===== src/rtl/l1_pkg.sv =====
// l1_pkg: shared definitions for the L1 loss controller.
//   IL, FL  : integer / fraction bits of the signed fixed-point word
//   size    : maximum element count per batch
//   state_e : controller FSM encoding
package l1_pkg;
  localparam int IL   = 8;
  localparam int FL   = 12;
  localparam int size = 16;

  typedef enum logic [1:0] {
    IDLE  = 2'd0,
    RUN   = 2'd1,
    DRAIN = 2'd2,
    DONE  = 2'd3
  } state_e;
endpackage


===== src/rtl/abs_diff_sat.sv =====
// abs_diff_sat: combinational |a - b| for signed W = IL+FL bit words,
// saturated to the largest positive W-bit value.
//   i_a, i_b : signed operands
//   o_abs    : saturated magnitude, always non-negative
module abs_diff_sat #(
  parameter int IL = l1_pkg::IL,
  parameter int FL = l1_pkg::FL
) (
  input  logic signed [IL+FL-1:0] i_a,
  input  logic signed [IL+FL-1:0] i_b,
  output logic        [IL+FL-1:0] o_abs
);
  localparam int W = IL + FL;
  localparam logic [W:0] MAXP = {2'b00, {(W-1){1'b1}}};

  logic [W:0] w_diff;
  logic [W:0] w_mag;

  // Sign-extend to W+1 bits so the difference never wraps.
  assign w_diff = {i_a[W-1], i_a} - {i_b[W-1], i_b};
  // |diff| <= 2^W-1 always fits in W+1 bits after negation.
  assign w_mag  = w_diff[W] ? (~w_diff + {{W{1'b0}}, 1'b1}) : w_diff;
  assign o_abs  = (w_mag > MAXP) ? MAXP[W-1:0] : w_mag[W-1:0];
endmodule


===== src/rtl/l1_loss_ctrl.sv =====
// l1_loss_ctrl: accumulates sum(|yHat[i]-y[i]|) over a batch of up to
// `size` elements, one element per cycle, with saturating accumulation.
//   clk, reset : clock, synchronous active-high reset
//   start, num : begin a batch of min(num,size) elements (IDLE only)
//   yHat, y    : operand vectors, held stable for the whole batch
//   ack        : consumer accepts the result (DONE only)
//   busy       : RUN, DRAIN or DONE
//   done, sum  : result valid / accumulated loss, held until ack
//   ovf        : accumulator saturated during this batch
module l1_loss_ctrl #(
  parameter int IL    = l1_pkg::IL,
  parameter int FL    = l1_pkg::FL,
  parameter int size  = l1_pkg::size,
  parameter int width = $clog2(size) + 1
) (
  input  logic                          clk,
  input  logic                          reset,
  input  logic                          start,
  input  logic [width-1:0]              num,
  input  logic [size-1:0][IL+FL-1:0]    yHat,
  input  logic [size-1:0][IL+FL-1:0]    y,
  input  logic                          ack,
  output logic                          busy,
  output logic                          done,
  output logic signed [IL+FL-1:0]       sum,
  output logic                          ovf
);
  localparam int W    = IL + FL;
  localparam int IDXW = (size > 1) ? $clog2(size) : 1;
  localparam logic [W:0] MAXP = {2'b00, {(W-1){1'b1}}};
  localparam logic [width-1:0] SIZE_W = width'(size);

  l1_pkg::state_e r_state, w_nxt;

  logic [width-1:0] r_num_l, r_idx, w_num_l;
  logic [W-1:0]     r_acc, r_abs, w_abs;
  logic             r_abs_v, r_ovf;
  logic [IDXW-1:0]  w_sel;
  logic [W:0]       w_acc_sum;
  logic             w_acc_sat;

  assign w_sel = r_idx[IDXW-1:0];

  abs_diff_sat #(.IL(IL), .FL(FL)) u_abs (
    .i_a   (yHat[w_sel]),
    .i_b   (y[w_sel]),
    .o_abs (w_abs)
  );

  // acc and abs_r are both in [0, 2^(W-1)-1], so W+1 bits cannot wrap.
  assign w_acc_sum = {1'b0, r_acc} + {1'b0, r_abs};
  assign w_acc_sat = (w_acc_sum > MAXP);

  always_comb begin
    w_nxt   = r_state;
    w_num_l = (num > SIZE_W) ? SIZE_W : num;
    unique case (r_state)
      l1_pkg::IDLE:  if (start) w_nxt = (w_num_l == '0) ? l1_pkg::DONE : l1_pkg::RUN;
      l1_pkg::RUN:   if (r_idx == r_num_l - width'(1)) w_nxt = l1_pkg::DRAIN;
      l1_pkg::DRAIN: w_nxt = l1_pkg::DONE;
      l1_pkg::DONE:  if (ack) w_nxt = l1_pkg::IDLE;
      default:       w_nxt = l1_pkg::IDLE;
    endcase
  end

  always_ff @(posedge clk) begin
    if (reset) begin
      r_state <= l1_pkg::IDLE;
      r_num_l <= '0;
      r_idx   <= '0;
      r_acc   <= '0;
      r_abs   <= '0;
      r_abs_v <= 1'b0;
      r_ovf   <= 1'b0;
    end else begin
      r_state <= w_nxt;
      // abs_r from the previous cycle is folded in one cycle later; DRAIN
      // exists only to absorb the last element.
      if (r_abs_v) begin
        r_acc <= w_acc_sat ? MAXP[W-1:0] : w_acc_sum[W-1:0];
        if (w_acc_sat) r_ovf <= 1'b1;
      end
      unique case (r_state)
        l1_pkg::IDLE: if (start) begin
          r_num_l <= w_num_l;
          r_idx   <= '0;
          r_acc   <= '0;
          r_ovf   <= 1'b0;
          r_abs_v <= 1'b0;
        end
        l1_pkg::RUN: begin
          r_abs   <= w_abs;
          r_abs_v <= 1'b1;
          r_idx   <= r_idx + width'(1);
        end
        l1_pkg::DRAIN: r_abs_v <= 1'b0;
        default: ;
      endcase
    end
  end

  assign busy = (r_state != l1_pkg::IDLE);
  assign done = (r_state == l1_pkg::DONE);
  assign sum  = r_acc;
  assign ovf  = r_ovf;
endmodule


===== config.mk =====
export PLATFORM = sky130hd
export DESIGN_NAME = l1_loss_ctrl
export DESIGN_NICKNAME = d
export VERILOG_FILES = /design/src/rtl/l1_pkg.sv /design/src/rtl/abs_diff_sat.sv /design/src/rtl/l1_loss_ctrl.sv
export SDC_FILE = /design/constraint.sdc
export NUM_CORES = 1
export LEC_CHECK = 0
export CORE_AREA = 2 2 258 260
export CTS_BUF_LIST = sky130_fd_sc_hd__clkbuf_16
export DETAILED_ROUTE_END_ITERATION = 8
export DIE_AREA = 0 0 260 262
export PLACE_DENSITY = 0.48
export SLEW_MARGIN = 40
export SYNTH_ARGS = -nofsm -noshare
export SYNTH_HDL_FRONTEND = slang
export SYNTH_HIERARCHICAL = 1
export SYNTH_SLANG_ARGS = --single-unit

===== constraint.sdc =====
create_clock -name clk -period 6.2 [get_ports clk]
set_input_delay 1.24 -clock clk [delete_from_list [all_inputs] [get_ports clk]]
set_output_delay 1.24 -clock clk [all_outputs]
set_load 0.01 [all_outputs]

After elaboration in Yosys (flattened, before gate mapping)

Index checks and enable logic that the tools add are counted.

Add/sub/neg operators: 5
$mul: 0
Div/mod/pow operators: 0
Magnitude comparators: 4
Equal/unequal tests: 7
Shifts and indexed selects: 0
Mux-type cells: 24
Bitwise operators: 1
Reductions and logical operators: 9

Operator list:

| operator              | number |
|---|---|
| $bmux 20 s4           | 2 |
| $mux 20               | 7 |
| $gt 21x19->1 const B  | 2 |
| $add 20x20->21        | 1 |
| $add 21x1->21 const B | 1 |
| $mux 21               | 1 |
| $not 21->21           | 1 |
| $sub 20x20->21        | 1 |
| $mux 5                | 2 |
| $pmux 5 s2            | 1 |
| $mux 2                | 4 |
| $pmux 2 s4            | 1 |
| $ne 2x2->1 const B    | 3 |
| $reduce_and 2->1      | 3 |
| $add 5x1->5 const B   | 1 |
| $eq 5x5->1            | 1 |
| $gt 5x5->1 const B    | 1 |
| $logic_not 5->1       | 1 |
| $lt 4x5->1 const B    | 1 |
| $mux 1                | 5 |
| $sub 5x1->5 const B   | 1 |
| $eq 2x2->1 const B    | 2 |
| $reduce_bool 2->1     | 2 |
| $pmux 1 s3            | 1 |
| other kinds (4)       | 4 |

Register bits: 54
Latch bits: 0
RAM bits: 0
ROM bits: 0
Input port bits: 649
Output and inout bits: 23
Logic and storage cells: 57
Memories kept: 0

Depth between registers and ports, before layout

Gate-level depths: netlist (run 1).

Word-level depth: 8
Gate-level depth with buffers: 21
Mapped depth without buffers: 16

Modules after synthesis

Netlist (run 1), hierarchy kept.

Modules (own cells, without submodules):

| module       | times used | cells each | area each (um^2) | sequential area each (um^2) |
|---|---|---|---|---|
| l1_loss_ctrl | 1          | 595        | 7,882.6          | 1,081.0 |
| abs_diff_sat | 1          | 289        | 2,000.7          | 0.0 |

Worst setup path before layout (run 1)

No wires, ideal clock.

Path type: register to register
Start: register r_idx[0]
End: register r_abs[12]
Library setup time: 0.128 ns
Data arrival time: 5.190 ns
Data required time: 6.072 ns
Path slack: 0.883 ns
Stages on the path, launching flop included: 19
Buffers on the path: 3
Clock period less this slack: 5.317 ns
Cells stage by stage: dfxtp_1 clkbuf_1 clkbuf_1 mux4_2 mux4_2 ha_1 fa_1 nand2b_1 a21oi_1 xor2_1 a2111oi_2 nand4b_1 nand4b_1 nor4_2 mux2i_2 buf_6 o211ai_2 mux2i_1 nor2_1

Word-level cells in the longest chain between the ends: 8

Ends and longest elaborated chain:

| element                        | line                                   | RTL |
|---|---|---|
| from (decl)                    | l1_loss_ctrl.sv:35                     | `logic [width-1:0] r_num_l, r_idx, w_num_l;` |
| from (signal assigned)         | l1_loss_ctrl.sv:94                     | `r_idx <= r_idx + width'(1);` |
| $bmux 20 s4 (on tied branches) | l1_loss_ctrl.sv:45, l1_loss_ctrl.sv:46 |  |
| $mux 20 (on tied branches)     | l1_loss_ctrl.sv:45, l1_loss_ctrl.sv:46 |  |
| $sub 20x20->21 (*)             | abs_diff_sat.sv:20                     | `assign w_diff = {i_a[W-1], i_a} - {i_b[W-1], i_b};` |
| $not 21->21                    | abs_diff_sat.sv:22                     | `assign w_mag = w_diff[W] ? (~w_diff + {{W{1'b0}}, 1'b1}) : w_diff;` |
| $add 21x1->21                  | abs_diff_sat.sv:22                     |  |
| $mux 21 (*)                    | abs_diff_sat.sv:22                     |  |
| $gt 21x19->1                   | abs_diff_sat.sv:23                     | `assign o_abs = (w_mag > MAXP) ? MAXP[W-1:0] : w_mag[W-1:0];` |
| $mux 20 (*)                    | abs_diff_sat.sv:23                     |  |
| via w_abs[12]                  | l1_loss_ctrl.sv:36                     | `logic [W-1:0] r_acc, r_abs, w_abs;` |
| to (signal assigned)           | l1_loss_ctrl.sv:92                     | `r_abs <= w_abs;` |
| to (decl)                      | l1_loss_ctrl.sv:36                     |  |

Mark *: on every way through the listed nets, which the timed path passes. The rest lies on a longest branch. The select of a mux whose other input is x is not followed.
A chain may end at the register's enable or synchronous reset.

Worst setup path after layout (run 1)

Start: input yHat[172] (netlist name)
End: register r_abs[0]

Word-level cells in the longest chain between the ends: 8

Ends and longest elaborated chain:

| element                           | line               | RTL |
|---|---|---|
| from (decl)                       | l1_loss_ctrl.sv:20 | `input logic [size-1:0][IL+FL-1:0] yHat,` |
| $bmux 20 s4 (*)                   | l1_loss_ctrl.sv:45 | `.i_a (yHat[w_sel]),` |
| $mux 20 (implied by the code) (*) | l1_loss_ctrl.sv:45 |  |
| $sub 20x20->21 (*)                | abs_diff_sat.sv:20 |  |
| $not 21->21                       | abs_diff_sat.sv:22 |  |
| $add 21x1->21                     | abs_diff_sat.sv:22 |  |
| $mux 21 (*)                       | abs_diff_sat.sv:22 |  |
| $gt 21x19->1                      | abs_diff_sat.sv:23 |  |
| $mux 20 (*)                       | abs_diff_sat.sv:23 |  |
| via w_abs[0]                      | l1_loss_ctrl.sv:36 |  |

Marks and branches as above.

==> summary.md, run 1 <==
| Metric | Value |
|---|---|
| Number of global-route vias before repair | `about 12000` |
| Half-perimeter wire length after placement | `roughly 60000 um` |
| CTS root buffer | `clkbuf_16` |
| Critical setup path kind | `input port to flip-flop` |
| Pre-antenna DRT Iters | `5` |
| Synth-to-layout area growth | `81.88%` |
| Power Density | `252.4 mW/mm^2` |
| Element type at the critical path end | `flip-flop` |
| Initial antenna violation count | `59` |
| Routability-driven placement congestion ratio | `0.9028` |
| Largest net degree at the start of global routing | `62` |
| Most common library cells after synthesis | `mux4_2, dfxtp_1, clkbuf_1, nor2_1, ha_1` |
| Worst IR Drop VDD | `between 0.1 and 0.15 mV` |
| Syn nets | `1583` |
| Ranking of synthesized cells by area | `mux4_2, dfxtp_1, ha_1` |
| RSZ-0062 raised after global routing | `no` |
| Number of hold violations in the final report | `0` |
| Wire length of the first global-routing pass | `89010 um` |
| Number of buffers inserted for hold repair after clock tree synthesis | `0` |
| Total wire length | `66150 um` |
| Crit-path max FO | `18` |
| Post-CTS setup buffer count | `0` |
| Remaining routing DRC violations | `0` |
| Synth area leader | `mux4_2` |
| Total number of vias | `11180` |
| Reg clk slew, reported paths | `70 ps` |
| Clk sinks | `54` |
| Cell row count | `94` |
| Total power draw | `roughly 4.5 mW` |
| Filler cell count in the final layout | `6798` |
| # IOs | `672` |
| Number of synthesized register bits | `54` |
| Static power due to leakage | `6.197 nW` |
| Final Instance Count excl. Fillers | `approximately 2400` |
| Cell area after synthesis | `0.009883 mm^2` |
| Data required time of the worst path | `around 6400 ps` |
| Net count reported at finish | `2222` |
| Final Critical Period | `5743 ps` |
| Mean routed wirelength per cell | `27.41 um` |
| Kind of start point of the critical path | `input port` |
| Post-Synthesis Cells | `884` |
| Overall routing resource usage | `0.1875` |
| Area of all sequential standard cells | `0.001091 mm^2` |
| Async set-or-reset flop fraction in the synthesized netlist | `0` |
| Multi-input combinational cell area | `between 0.008 and 0.009 mm^2` |
| Fraction of synthesized cell area taken by the top area cell type | `0.4558` |
| Iteration-0 DRC Markers | `673` |
| Cell count after placement | `2380` |
| Worst slack on hold paths | `481.0 ps` |
| Floorplan Core Area | `0.06528 mm^2` |
| CTS tree | `built` |
| Crit path arrival time | `5920 ps` |
| Count of input and output buffers | `671` |
| Worst-skew pair later-pin latency | `300 ps` |
| Rel. slew slack | `0.4065` |
| EDFF count, synth | `0` |
| Number of gates resized after cts | `0` |
| Vert. Die Dim | `between 200 and 300 um` |
| Synth warnings | `6` |
| Final Slew Violations | `0` |
| Maximum clock rate | `174.1 MHz` |
| Total of endpoints with negative setup slack in the final report | `0` |
| Most used DFF post-synth | `dfxtp_1` |
| Status | `finished, final reports clean` |
| Antenna Violating Nets Remaining | `0` |
| Die width | `260 um` |
| Kind of path behind the tightest hold check | `flip-flop to flip-flop` |
| Max_cap viols | `0` |
| Buffer depth of the longest clock path | `2` |
| Aggregate global routing overflow | `0` |
| Distinct cells, synth | `91` |
| Share of the cycle needed by the critical path after routing | `0.9263` |
| Setup_tns | `0 ps` |
| Top-count cell post-synth | `mux4_2` |
| Cts bufs inserted | `5` |
| Post-Syn Area per Cell | `11.18 um^2` |
| Average via count per standard cell | `4.631` |
| Floorplan die area | `0.06812 mm^2` |
| Starting utilization of the core area | `0.1514` |
| Sequential cell area fraction in the yosys report | `0.1094` |
| Setup skew after layout | `9.291 ps` |
| Share of the core filled with cells | `0.2754` |
| Fraction of final layout cells with drive strength greater than 1 | `0.1923` |
| Worst slew pin tran | `~890 ps` |
| H-tree depth reported by CTS | `2` |
## per-stage QoR
step,area [um^2],setup WS (ps)
floorplan,9883,882.7
CTS,17910,470.6
global placement,17760,157.0
global route,17960,235.1
finish,17980,457.1
detailed placement,17770,154.5
## kinds of logic (layout without fill, tap and decap cells)
logic type / count (synthesis) / count (layout) / share of synthesized area
compound gates: 207 / 207 / 0.1561
other cells: 1 / 26 / 0.0003794
xor+xnor: 46 / 46 / 0.04076
mux: 224 / 224 / 0.4804
flops: 54 / 54 / 0.1094
fa+ha+maj: 50 / 50 / 0.06482
buf+inv: 113 / 753 / 0.04773
simple gates: 189 / 189 / 0.1004
## routing by layer
layer | up-vias | wire [um] | share of wire | track usage
li1 | 4964 | - | - | -
met1 | 5509 | 25270 | 0.38 | 0.2226
met2 | 606 | 32300 | 0.49 | 0.3167
met3 | 80 | 6490 | 0.098 | 0.05131
met4 | 16 | 1965 | 0.030 | 0.08174
met5 | - | 126 | 0.0019 | 0.004167
## worst max-delay path, stage by stage
cell and delay (ps):
clkdlybuf4s50_1 450, mux4_2 470, mux4_2 590, ha_1 570, and4_1 270, nand2_1 90, a2111oi_0 600, buf_4 220
nor2_1 50, xnor2_1 180, nor4_2 360, mux2i_2 330, buf_12 190, o21ai_0 100, mux2i_1 160, nor2_1 50
## registers in the layout, summed over array words and instances (netlist names)
name / cells
ovf: 1
r_abs: 20
r_abs_v: 1
r_idx: 5
r_num_l: 5
r_state: 2
sum: 20
## path summary, 6_finish.rpt
kind                                start                      end  slack, ps  cells after the start
setup / recovery                yHat[172]    r_abs[0]$_SDFFE_PP0P_        460                     16
hold / removal    r_num_l[4]$_SDFFE_PP0P_  r_num_l[4]$_SDFFE_PP0P_        480                      2
setup reg to reg    r_idx[0]$_SDFFE_PP0P_    r_abs[0]$_SDFFE_PP0P_        730                     16
hold reg to reg   r_num_l[4]$_SDFFE_PP0P_  r_num_l[4]$_SDFFE_PP0P_        480                      2
## cell type report
class | instances | share of cell area
clock inverter | 3 | 0.001044
sequential | 54 | 0.06069
inverter | 36 | 0.007587
antenna | 25 | 0.003480
clock buffer | 5 | 0.006960
multi-input combinational | 717 | 0.4643
timing repair buffer | 709 | 0.3958
tap | 864 | 0.06014
## power by group
part	switching (mW)	internal, mW
Sequential	0.135	0.445
Combinational	1.82	1.85
Clock	0.139	0.151
Total	2.09	2.45
## cells in the final DEF, fill, tap and decap left out, drive strengths merged, types with 4 or more instances in the layout
| master | count |
|---|---|
| dfxtp | 54 |
| nor4 | 4 |
| nand3 | 12 |
| nor2 | 52 |
| inv | 37 |
| mux4 | 200 |
| o31ai | 9 |
| o21a | 9 |
| nand4 | 10 |
| nand2 | 40 |
| nand4b | 6 |
| o221a | 15 |
| and2 | 8 |
| xnor2 | 30 |
| xor2 | 16 |
| clkdlybuf4s50 | 671 |
| o21ai | 49 |
| buf | 38 |
| a21boi | 4 |
| nor3b | 4 |
| o211ai | 9 |
| a211oi | 10 |
| a31oi | 9 |
| nand2b | 8 |
| mux2i | 24 |
| clkbuf | 5 |
| or3 | 5 |
| a21oi | 40 |
| and3 | 6 |
| diode | 25 |
| nor3 | 13 |
| ha | 48 |
| or2 | 5 |
| a21o | 14 |
| o31a | 4 |
| nor2b | 6 |
No activity file was read; power rests on OpenSTA's default activity.
==> run 2: changes to the inputs <==
- SLEW_MARGIN: 40 -> not set
==> summary.md, run 2 (same netlist as run 1, synthesis figures left out) <==
| Metric | Value |
|---|---|
| Routability-driven placement congestion ratio | `0.9028 (unchanged)` |
| Rel. slew slack | `0.3172 (was 0.4065)` |
| Worst slew pin tran | `1024 ps (was 890.3 ps)` |
| Final Critical Period | `5850 ps (was 5743 ps)` |
| Worst-skew pair later-pin latency | `300 ps (about the same)` |
| Floorplan die area | `0.06812 mm^2 (unchanged)` |
| Setup skew after layout | `6.812 ps (was 9.291 ps)` |
| Share of the core filled with cells | `0.2752 (was 0.2754)` |
| Synth-to-layout area growth | `81.77% (was 81.88%)` |
| Starting utilization of the core area | `0.1514 (unchanged)` |
| Endpoint of the worst-slack reg-to-reg timing path | `r_abs[3]$_SDFFE_PP0P_ (was r_abs[0]$_SDFFE_PP0P_)` |
| Static power due to leakage | `6.194 nW (was 6.197 nW)` |
| Number of gates resized after cts | `0 (unchanged)` |
| Count of input and output buffers | `671 (unchanged)` |
| Worst r2r path cells | `16 (unchanged)` |
| Cell count after placement | `2380 (unchanged)` |
| Hold Path Depth | `2 (unchanged)` |
| Element type at the critical path end | `flip-flop (unchanged)` |
| Half-perimeter wire length after placement | `59660 um (was 59680 um)` |
| Cell row count | `94 (unchanged)` |
| Net count reported at finish | `2222 (unchanged)` |
| Kind of path behind the tightest hold check | `flip-flop to flip-flop (unchanged)` |
| Final Instance Count excl. Fillers | `2411 (was 2413)` |
| Number of global-route vias before repair | `11680 (was 11660)` |
| Crit-path max FO | `18 (unchanged)` |
| Status | `finished, final reports clean (unchanged)` |
| Internal reg-to-reg setup slack | `630 ps (was 730 ps)` |
| Vert. Die Dim | `262 um (unchanged)` |
| Worst IR Drop VDD | `0.1399 mV (was 0.1401 mV)` |
| Reg clk slew, reported paths | `70 ps (about the same)` |
| Most common cell after layout, fill and taps aside | `clkdlybuf4s50_1 (unchanged)` |
| # IOs | `672 (unchanged)` |
| Worst slack on hold paths | `476.1 ps (was 481.0 ps)` |
| Number of hold violations in the final report | `0 (unchanged)` |
| Most frequent cells in the layout | `clkdlybuf4s50_1, mux4_2, nor2_1 (unchanged)` |
| Critical setup path kind | `input port to flip-flop (unchanged)` |
| H-tree depth reported by CTS | `2 (unchanged)` |
| Total power draw | `4.531 mW (was 4.537 mW)` |
| Cts bufs inserted | `5 (unchanged)` |
| Final Slew Violations | `0 (unchanged)` |
| Total wire length | `66180 um (was 66150 um)` |
| RSZ-0062 raised after global routing | `no (unchanged)` |
| Antenna Violating Nets Remaining | `0 (unchanged)` |
| Initial antenna violation count | `63 (was 59)` |
| Remaining routing DRC violations | `0 (unchanged)` |
| Total of endpoints with negative setup slack in the final report | `0 (unchanged)` |
| Aggregate global routing overflow | `0 (unchanged)` |
| Data required time of the worst path | `6380 ps (about the same)` |
| Endpoint, Worst Hold | `r_num_l[4]$_SDFFE_PP0P_ (unchanged)` |
| Die width | `260 um (unchanged)` |
| Hold Startpoint | `r_num_l[4]$_SDFFE_PP0P_ (unchanged)` |
| Kind of start point of the critical path | `input port (unchanged)` |
| Clk sinks | `54 (unchanged)` |
| Number of buffers inserted for hold repair after clock tree synthesis | `0 (unchanged)` |
| Share of the cycle needed by the critical path after routing | `0.9435 (was 0.9263)` |
| Max_cap viols | `0 (unchanged)` |
| Crit path arrival time | `6030 ps (was 5920 ps)` |
| Setup_tns | `0 ps (unchanged)` |
| Iteration-0 DRC Markers | `689 (was 673)` |
| Beginning of the worst register-to-register path | `r_idx[0]$_SDFFE_PP0P_ (unchanged)` |
| Post-CTS setup buffer count | `0 (unchanged)` |
| Fraction of final layout cells with drive strength greater than 1 | `0.1916 (was 0.1923)` |
| Total number of vias | `11200 (was 11180)` |
| Overall routing resource usage | `0.1876 (was 0.1875)` |
| Maximum clock rate | `170.9 MHz (was 174.1 MHz)` |
| CTS root buffer | `clkbuf_16 (unchanged)` |
| Power Density | `252.2 mW/mm^2 (was 252.4 mW/mm^2)` |
| Buffer depth of the longest clock path | `2 (unchanged)` |
| Wire length of the first global-routing pass | `89110 um (was 89010 um)` |
| Pre-antenna DRT Iters | `5 (unchanged)` |
| Mean routed wirelength per cell | `27.45 um (was 27.41 um)` |
| Largest net degree at the start of global routing | `62 (unchanged)` |
| CTS tree | `built (unchanged)` |
| Average via count per standard cell | `4.647 (was 4.631)` |
| Floorplan Core Area | `0.06528 mm^2 (unchanged)` |
## run 2: cell types whose count changed in the layout (fill, tap and decap cells not counted), sizes merged
cell    before  now
clkinv       2    4
diode       25   23
inv         37   35
## run 2: how the worst max path moves through the flow
| stage | from | end | slack [ps] | cells past startpoint |
|---|---|---|---|---|
| 6_report | yHat[172] | r_abs[3]$_SDFFE_PP0P_ | 350 | 16 |
| 5_1_grt | yHat[292] | r_abs[7]$_SDFFE_PP0P_ | 230 | 16 |
| 4_1_cts | yHat[172] | r_abs[0]$_SDFFE_PP0P_ | 460 | 16 |
| 3_5_place_dp | yHat[172] | r_abs[0]$_SDFFE_PP0P_ | 150 | 16 |
| 3_3_place_gp | yHat[172] | r_abs[6]$_SDFFE_PP0P_ | 160 | 16 |
| 2_1_floorplan | r_idx[0]$_SDFFE_PP0P_ | r_abs[12]$_SDFFE_PP0P_ | 880 | 18 |
## run 2: cell type report
cell class / count / area (um^2)
fill: 6801 / 47310
multi-input combinational: 717 / 8339
timing repair buffer: 709 / 7114
sequential: 54 / 1090
tap: 864 / 1081
inverter: 36 / 136.4
clock buffer: 5 / 125.1
antenna: 23 / 57.56
clock inverter: 3 / 21.27
## run 2: layer usage
metal	GRT usage	share of wire	routed length, um	vias up
met1	0.2206	0.39	25610	5491
li1	-	-	-	4969
met2	0.3142	0.49	32190	632
met3	0.05556	0.093	6176	90
met4	0.08732	0.032	2087	22
met5	0	0.0019	124	-
## run 2: metrics by stage
step | area [um^2] | setup WS, ps
after floorplan | 9883 | 882.7
after global placement | 17760 | 157.0
after detailed placement | 17760 | 154.9
after CTS | 17910 | 463.4
after global routing | 17960 | 230.8
final | 17960 | 350.3
## run 2: power by group
group / internal (mW) / switching, mW
clock: 0.150 / 0.138
sequential: 0.444 / 0.134
combinational: 1.85 / 1.81
total: 2.44 / 2.09
## run 2: worst max-delay path, stage by stage
cell,delay [ps]
clkdlybuf4s50_1,450
mux4_2,470
mux4_2,600
ha_1,570
and4_1,270
nand2_1,90
a2111oi_0,680
buf_4,230
nor2_1,50
xnor2_1,180
nor4_2,350
mux2i_2,320
buf_12,190
o21ai_0,110
mux2i_1,150
nor2_1,50
==> run 3: changes to the inputs <==
- RECOVER_POWER: not set -> 100
==> summary.md, run 3 (same netlist as run 1, synthesis figures left out) <==
| Metric | Value |
|---|---|
| Aggregate global routing overflow | `0 (unchanged)` |
| Crit-path max FO | `18 (unchanged)` |
| Post-route setup slack | `230.9 ps (was 350.3 ps)` |
| Pre-antenna DRT Iters | `7 (was 5)` |
| Cell with the biggest individual delay on the critical path | `a2111oi_0 (unchanged)` |
| Final Slew Violations | `57 (was 0)` |
| Post-place setup slack | `154.9 ps (unchanged)` |
| Share of the cycle needed by the critical path after routing | `0.9628 (was 0.9435)` |
| Final Critical Period | `5969 ps (was 5850 ps)` |
| Routed metal-1 wirelength | `25430 um (was 25610 um)` |
| Critical path buffers and inverters | `3 (unchanged)` |
| Number of gates resized after cts | `0 (unchanged)` |
| Total met3 wirelength after detailed routing | `6372 um (was 6176 um)` |
| Average via count per standard cell | `4.652 (was 4.647)` |
| Remaining routing DRC violations | `0 (unchanged)` |
| Element type at the critical path end | `flip-flop (unchanged)` |
| Die width | `260 um (unchanged)` |
| H-tree depth reported by CTS | `2 (unchanged)` |
| Number of buffers inserted for hold repair after clock tree synthesis | `0 (unchanged)` |
| Rel. slew slack | `-0.1606 (was 0.3172)` |
| Multi-input combinational cell area | `0.008303 mm^2 (was 0.008339 mm^2)` |
| Worst IR Drop VDD | `0.1397 mV (was 0.1399 mV)` |
| Total of endpoints with negative setup slack in the final report | `0 (unchanged)` |
| Antenna Violating Nets Remaining | `0 (unchanged)` |
| CTS root buffer | `clkbuf_16 (unchanged)` |
| Setup_tns | `0 ps (unchanged)` |
| Crit path arrival time | `6090 ps (was 6030 ps)` |
| Clk sinks | `54 (unchanged)` |
| Failing checks | `max-capacitance violations, max-slew violations` |
| Fraction of final layout cells with drive strength greater than 1 | `0.1857 (was 0.1916)` |
| Starting utilization of the core area | `0.1514 (unchanged)` |
| Post-CTS setup buffer count | `0 (unchanged)` |
| Kind of start point of the critical path | `input port (unchanged)` |
| Worst-skew pair later-pin latency | `300 ps (about the same)` |
| Met2 wirelength from detailed routing | `32220 um (was 32190 um)` |
| Kind of path behind the tightest hold check | `flip-flop to flip-flop (unchanged)` |
| Wire length of the first global-routing pass | `89110 um (unchanged)` |
| Floorplan Core Area | `0.06528 mm^2 (unchanged)` |
| CTS tree | `built (unchanged)` |
| # IOs | `672 (unchanged)` |
| Reg clk slew, reported paths | `70 ps (about the same)` |
| Maximum clock rate | `167.5 MHz (was 170.9 MHz)` |
| Floorplan die area | `0.06812 mm^2 (unchanged)` |
| Vert. Die Dim | `262 um (unchanged)` |
| Area of all sequential standard cells | `0.001090 mm^2 (unchanged)` |
| Worst slack on hold paths | `476.7 ps (was 476.1 ps)` |
| Static power due to leakage | `6.256 nW (was 6.194 nW)` |
| Half-perimeter wire length after placement | `59660 um (unchanged)` |
| Setup skew after layout | `7.980 ps (was 6.812 ps)` |
| Cell breakdown of the critical path | `clkdlybuf4s50_1 -> mux4_2 -> mux4_2 -> ha_1 -> and4_1 -> nand2_1 -> a2111oi_0 -> buf_4 -> nor2_1 -> xnor2_1 -> nor4_1 -> mux2i_2 -> buf_12 -> o21ai_0 -> mux2i_1 -> nor2_1 (was clkdlybuf4s50_1 -> mux4_2 -> mux4_2 -> ha_1 -> and4_1 -> nand2_1 -> a2111oi_0 -> buf_4 -> nor2_1 -> xnor2_1 -> nor4_2 -> mux2i_2 -> buf_12 -> o21ai_0 -> mux2i_1 -> nor2_1)` |
| RSZ-0062 raised after global routing | `no (unchanged)` |
| Critical setup path kind | `input port to flip-flop (unchanged)` |
| Initial antenna violation count | `63 (unchanged)` |
| Hold Startpoint | `r_num_l[4]$_SDFFE_PP0P_ (unchanged)` |
| Status | `complete, but fails checks (was finished, final reports clean)` |
| Data required time of the worst path | `6320 ps (was 6380 ps)` |
| Routability-driven placement congestion ratio | `0.9028 (unchanged)` |
| Overall routing resource usage | `0.1876 (unchanged)` |
| Most frequent cells in the layout | `clkdlybuf4s50_1, mux4_2, nor2_1 (unchanged)` |
| Cts bufs inserted | `5 (unchanged)` |
| Filler cell count in the final layout | `6805 (was 6801)` |
| Iteration-0 DRC Markers | `714 (was 689)` |
| Worst Setup SP | `yHat[172] (unchanged)` |
| Worst slew pin tran | `1741 ps (was 1024 ps)` |
| Synth-to-layout area growth | `81.39% (was 81.77%)` |
| Count of input and output buffers | `671 (unchanged)` |
| Total number of vias | `11220 (was 11200)` |
| Total wire length | `66270 um (was 66180 um)` |
| Top Layer Used | `met5 (unchanged)` |
| Most common cell after layout, fill and taps aside | `clkdlybuf4s50_1 (unchanged)` |
| Mean routed wirelength per cell | `27.47 um (was 27.45 um)` |
| Cell row count | `94 (unchanged)` |
| Stage delay of the slowest cell on the critical path | `690 ps (was 680 ps)` |
| Net count reported at finish | `2222 (unchanged)` |
| Power Density | `249.4 mW/mm^2 (was 252.2 mW/mm^2)` |
| Largest net degree at the start of global routing | `62 (unchanged)` |
| Number of hold violations in the final report | `0 (unchanged)` |
| Number of global-route vias before repair | `11680 (unchanged)` |
| Buffer depth of the longest clock path | `2 (unchanged)` |
| Kind of cell with the highest combined delay on the critical path | `multiplexers (unchanged)` |
| Max_cap viols | `2 (was 0)` |
| Beginning of the worst register-to-register path | `r_idx[0]$_SDFFE_PP0P_ (unchanged)` |
==> run 3: cell count changes in the layout (fill, tap and decap cells not counted), moves of 3 or more <==
cell / before / now
clkdlybuf4s50_1: 671 / 647
dlygate4sd3_1: 0 / 24
o21ai_0: 39 / 42
o21ai_2: 7 / 4
==> run 3: final timing paths <==
kind | endpoint | cells past startpoint | slack [ps]
worst max-delay path | r_abs[15]$_SDFFE_PP0P_ | 16 | 230
worst min-delay path | r_num_l[4]$_SDFFE_PP0P_ | 2 | 480
worst max register to register | r_abs[15]$_SDFFE_PP0P_ | 16 | 510
worst min register to register | r_num_l[4]$_SDFFE_PP0P_ | 2 | 480
==> run 3: metrics by stage <==
| stage | utilization | total power, mW | instances | cell area [um^2] |
|---|---|---|---|---|
| after floorplan | - | 2.869 | 884 | 9883 |
| after global placement | 0.2721 | 4.241 | 2380 | 17760 |
| after detailed placement | 0.2721 | 4.256 | 2380 | 17760 |
| after CTS | 0.2743 | 4.568 | 2388 | 17910 |
| after global routing | 0.2745 | 4.813 | 2408 | 17920 |
| final | 0.2746 | 4.471 | 2412 | 17930 |
==> run 3: final cells by class <==
type                            instances  area share
Antenna cell                           24    0.003350
Clock buffer                            5    0.006979
Clock inverter                          3    0.001186
Inverter                               36    0.007607
Multi-Input combinational cell        717      0.4631
Sequential cell                        54     0.06079
Tap cell                              864     0.06030
Timing Repair Buffer                  709      0.3966
==> run 3: per-layer routing <==
layer,GRT usage,up-vias
met4,0.08732,22
met3,0.05556,92
met2,0.3142,629
met1,0.2206,5506
li1,-,4972
met5,0,-
==> run 3: where the power goes <==
| part | switching (mW) | internal [mW] |
|---|---|---|
| sequential | 0.133 | 0.445 |
| clock | 0.137 | 0.150 |
| combinational | 1.79 | 1.82 |
| total | 2.06 | 2.41 |
==> run 3: worst register-to-register path, cell delays in order (launching register included) <==
cell	delay [ps]
dfxtp_4	700
buf_12	320
mux4_2	560
mux4_2	610
ha_1	580
and4_1	270
nand2_1	90
a2111oi_0	690
buf_4	230
nor2_1	50
xnor2_1	170
nor4_1	410
mux2i_2	340
buf_12	180
o21ai_0	120
mux2i_1	160
nor2_1	50
